File: config.mk
export PLATFORM = sky130hd
export DESIGN_NAME = fetch_request_unit
export DESIGN_NICKNAME = d
export VERILOG_FILES = /design/src/rtl/fetch_request_unit.sv
export SDC_FILE = /design/constraint.sdc
export NUM_CORES = 1
export LEC_CHECK = 0
export ABC_AREA = 1
export CORE_ASPECT_RATIO = 0.6
export CORE_UTILIZATION = 51
export DETAILED_ROUTE_END_ITERATION = 12
export GPL_TIMING_DRIVEN = 0
export PLACE_DENSITY_LB_ADDON = 0.15
export SLEW_MARGIN = 20
export SYNTH_ARGS = -nofsm -noshare
export SYNTH_HDL_FRONTEND = slang
export SYNTH_SLANG_ARGS = --single-unit
File: constraint.sdc
create_clock -name CLK -period 3.35 [get_ports CLK]
set_input_delay 0.67 -clock CLK [delete_from_list [all_inputs] [get_ports CLK]]
set_output_delay 0.67 -clock CLK [all_outputs]
set_load 0.02 [all_outputs]
File: src/rtl/fetch_request_unit.sv
// Program counter, instruction fetch and load/store sequencing for the single-cycle datapath.
// Optional performance counters are enabled by defining FETCH_REQUEST_PERF_CNT_EN.
module fetch_request_unit #(
  parameter logic [31:0] PC_RESET = 32'h0000_0000
) (
  input  logic        CLK,
  input  logic        nRST,
  input  logic        ihit,
  input  logic [31:0] imemload,
  output logic        imemREN,
  output logic [31:0] imemaddr,
  output logic [31:0] instr,
  output logic [31:0] pc_plus4,
  input  logic        jump,
  input  logic        jal,
  input  logic        jr,
  input  logic        beq,
  input  logic        bne,
  input  logic        lw,
  input  logic        sw,
  input  logic        halt,
  input  logic        zero,
  input  logic [31:0] rs_data,
  input  logic        dhit,
  output logic        dmemREN,
  output logic        dmemWEN,
  output logic        retire,
`ifdef FETCH_REQUEST_PERF_CNT_EN
  output logic [31:0] retired_cnt,
  output logic [31:0] stall_cnt,
`endif
  output logic        halted
);

  typedef enum logic [1:0] {FETCH, MEM, HALTED} state_t;

  state_t      state;
  logic [31:0] pc;
  logic [31:0] instr_q;
  logic [31:0] next_pc;
  logic [31:0] br_off;
  logic        take_branch;
  logic        in_fetch;
  logic        in_mem;

  assign in_fetch = (state == FETCH);
  assign in_mem   = (state == MEM);

  assign pc_plus4 = pc + 32'd4;
  assign imemREN  = in_fetch;
  assign imemaddr = pc;
  // During a memory access the decoder must keep seeing the load/store word.
  assign instr    = in_mem ? instr_q : imemload;
  assign dmemREN  = in_mem & lw;
  assign dmemWEN  = in_mem & sw;

  // Reset aborts whatever is in flight, so it also masks completion.
  assign retire = nRST & ((in_fetch & ihit & ~halt & ~(lw | sw)) | (in_mem & dhit));

  assign br_off      = {{14{instr[15]}}, instr[15:0], 2'b00};
  assign take_branch = (beq & zero) | (bne & ~zero);

  always_comb begin
    next_pc = pc_plus4;
    if (jr)
      next_pc = rs_data;
    else if (jump | jal)
      next_pc = {pc_plus4[31:28], instr[25:0], 2'b00};
    else if (take_branch)
      next_pc = pc_plus4 + br_off;
  end

  always_ff @(posedge CLK) begin
    if (!nRST) begin
      state   <= FETCH;
      pc      <= PC_RESET;
      instr_q <= 32'd0;
      halted  <= 1'b0;
    end else begin
      case (state)
        FETCH: begin
          if (ihit) begin
            if (halt) begin
              state  <= HALTED;
              halted <= 1'b1;
            end else if (lw | sw) begin
              instr_q <= imemload;
              state   <= MEM;
            end else begin
              pc <= next_pc;
            end
          end
        end
        MEM: begin
          if (dhit) begin
            pc    <= pc_plus4;
            state <= FETCH;
          end
        end
        HALTED: begin
          halted <= 1'b1;
        end
        default: state <= FETCH;
      endcase
    end
  end

`ifdef FETCH_REQUEST_PERF_CNT_EN
  logic stall;

  // HALTED matches neither term, which freezes both counters there.
  assign stall = (in_fetch & ~ihit) | (in_mem & ~dhit);

  always_ff @(posedge CLK) begin
    if (!nRST) begin
      retired_cnt <= 32'd0;
      stall_cnt   <= 32'd0;
    end else begin
      if (retire)
        retired_cnt <= retired_cnt + 32'd1;
      if (stall)
        stall_cnt <= stall_cnt + 32'd1;
    end
  end
`endif

endmodule

==> flow_summary.json <==
{
  "grt_usage_pct": 43.29,
  "synth_area_leader_cell": "nand2_1",
  "synth_warnings": 0,
  "crit_required_ns": 3.57,
  "postSynthAreaPerCell_um2": 5.477,
  "r2r_end": "imemaddr[30]",
  "finalNonFillerCells": 1656,
  "grt_pass1_vias": 8425,
  "core_um2": 13090,
  "r2r_slack_ns": 0.04,
  "die_w_um": 153.0,
  "dp_cells": 1620,
  "period_needed_ns": 3.314,
  "worst_pin_slew_ns": 0.8429,
  "syn_area_um2": 6978,
  "drtIter0Drc": 1305,
  "slew_violations": 0,
  "overflow": 0,
  "post_dp_cell_area_um2": 8952,
  "synth_enable_flop_cells": 0,
  "p_leak_nw": 4.677,
  "status": "finished, final reports clean",
  "max_freq_mhz": 301.7,
  "root_buffer": "clkbuf_16",
  "syn_to_final_growth_pct": 43.55,
  "seq_area_frac_synth_pct": 19.22,
  "cts_buffer_depth": 2,
  "grt_pass1_wl_mm": 46.68,
  "crit_start": "imemaddr[2]",
  "antenna_found_initial": 0,
  "rr_worst_depth": 24,
  "crit_type": "reg -> reg",
  "ys_types": 45,
  "ant_nets": 0,
  "period_share_pct": 98.94,
  "use_met1_pct": 61.75,
  "fp.dieH_um": 92.61,
  "ir_drop_mv": 0.2682,
  "clkSinkCount": 67,
  "die_area_um2": 14170,
  "antenna_cells": 0,
  "maxSlewHeadroom_pct": 43.81,
  "remaining_drc_errors": 0,
  "final_layout_size_suffix_gt1_share_pct": 14.40,
  "cts_inserted_buffers": 9,
  "final_area_um2": 10020,
  "nets": 1595,
  "dr.pass1.iters": 6,
  "fin_worst_skew_ns": 0.01006,
  "r2r_start": "imemaddr[2]",
  "syn_inst": 1274,
  "setup_viol_count_final": 0,
  "htree_levels": 3,
  "viasPerCell": 5.889,
  "finalSetupTns_ns": 0,
  "wire_per_inst_um": 19.58,
  "synth_flop_cell": "dfxtp_1",
  "io_pins": 178,
  "clkTransAtPathRegs_ns": 0.07,
  "hold_viol": 0,
  "port_buffers": 176,
  "clkLatencyLatePin_ns": 0.35,
  "startpoint_type": "register",
  "grt_max_degree": 19,
  "use_met3_pct": 15.49,
  "synthArstFlopShare_pct": 0,
  "critPathCapture": "imemaddr[30]",
  "synth_nets": 1388,
  "initial_core_util_pct": 53.30,
  "cp.arrival_ns": 3.53,
  "power_density_nw_per_um2": 298.8,
  "synthDominantCellAreaShare_pct": 24.05,
  "end_kind": "register",
  "std_cell_rows": 32,
  "totalWireLength_mm": 32.43,
  "place.gp.congestion": 0.9851,
  "hpwl_mm": 24.07,
  "ys_ff_latch": 67,
  "grt_use_met2_pct": 59.82,
  "synth.top_cells.by_area": "nand2_1 (24%), dfxtp_1 (19%), inv_1 (8.3%)",
  "crit_path_max_fanout": 8,
  "num_vias": 9752,
  "drv_cap": 0,
  "cts_tree": "done",
  "rsz0062_at_grt": "true",
  "hp-class": "reg -> reg",
  "grt.busiest_layer": "met1",
  "fin_util_pct": 76.51
}
## cell type report
type,instances,area [µm²]
clock inverters,6,48.80
multi-input cells,999,5376
flip-flops and latches,67,1398
clock buffers,10,229.0
inverters,161,610.6
repair inverters,1,7.507
plain buffers,46,211.5
well taps,170,212.7
fillers,1067,3075
repair buffers,196,1923
## critical path, cell delays in order, from the launching register on
cell and delay, ns:
dfxtp_4 0.40, ha_4 0.17, nand3_4 0.11, inv_2 0.09
nand2_2 0.08, nor2_1 0.08, and3b_2 0.23, nand3_2 0.09
xor2_2 0.21, inv_2 0.11, ha_4 0.32, nand2_4 0.08
inv_1 0.09, nand3_2 0.10, nor2_2 0.16, and2_1 0.14
nand2_1 0.07, nand2_1 0.08, nand2_1 0.06, nand3_2 0.11
nand2_1 0.07, nand2_1 0.06, nand2_1 0.07, nand2_2 0.13
a21oi_2 0.06
## cell families (layout without fill, tap and decap cells)
kind of cell             count (synthesis)  after routing  share of synthesized area (%)
AO/OA/AOI/OAI                          226            226                          17.95
XOR/XNOR                                16             16                          2.116
AND/OR/NAND/NOR                        720            720                          42.44
adder cells (fa/ha/maj)                 37             37                          6.742
flip-flops                              67             67                          19.22
buffers and inverters                  208            420                          11.53
## timing repair
action | 4_1_cts | 5_1_grt
gates cloned | 1 | 0
setup endpoints to repair | 31 | 38
pin swaps | 3 | 19
buffers inserted | 5 | 15
endpoints found under the hold margin | 0 | 0
gates resized for setup | 36 | 141
hold buffers | 0 | 0
## where the power goes
| part | leakage (nW) | switching, mW | internal [mW] |
|---|---|---|---|
| Combinational | 3.99 | 0.711 | 0.452 |
| Sequential | 0.560 | 0.0439 | 0.836 |
| Clock | 0.126 | 0.441 | 0.509 |
## worst min-delay path by stage
stage	start	endpoint	slack [ns]	cells after the start
floorplan	instr_q[18]	instr_q[18]	0.47	2
global placement	halted	halted	0.45	2
detailed placement	halted	halted	0.45	2
CTS	halted	halted	0.47	2
global route	halted	halted	0.50	2
finish	halted	halted	0.47	2
## through the flow
step / power (mW) / worst slack, ns / hold slack (ns)
3_5_place_dp: 1.876 / -0.7672 / 0.4546
3_3_place_gp: 1.865 / -0.7322 / 0.4467
4_1_cts: 2.829 / -0.02338 / 0.4709
6_report: 2.993 / 0.03564 / 0.4673
5_1_grt: 3.094 / -0.08523 / 0.4966
2_1_floorplan: 1.456 / 0.1354 / 0.4725
## sequential cells by signal, summed over array words and instances (netlist names)
name / count
halted: 1
imemaddr: 32
instr_q: 32
state: 2
## metal layers
layer	part of all wire, %	wire length [µm]	up-vias
met5	0	0	-
met3	16	5143	127
met2	39	12530	757
met4	4.2	1367	0
li1	-	-	4459
met1	41	13390	4409
## synth_stat cells (3+ instances only)
master / n
a21oi_2: 7
xnor2_1: 3
or2_2: 4
a21o_1: 3
a21oi_1: 105
xor2_1: 12
clkbuf_1: 29
inv_1: 154
buf_1: 5
o21ai_1: 5
dfxtp_1: 67
nor3_1: 6
or2_1: 5
nand2_2: 7
nand2_1: 447
o21ai_0: 71
inv_2: 5
buf_2: 9
and2_1: 5
buf_4: 3
nor2_1: 154
ha_1: 36
o211ai_1: 17
nand3_1: 70
nand4_1: 9
a31oi_1: 3
o21bai_1: 7
## cells in the final DEF (no fill, tap or decap), types with 17 or more instances in the layout
cell type,Yosys,final
a21oi_1,105,94
a21oi_2,7,18
buf_4,3,22
clkbuf_1,29,27
clkdlybuf4s50_1,0,175
dfxtp_1,67,44
inv_1,154,144
nand2_1,447,428
nand2_2,7,22
nand3_1,70,60
nor2_1,154,132
nor2_2,0,17
o211ai_1,17,17
o21ai_0,71,66
Note: power is estimated with default switching activity, not from simulation.
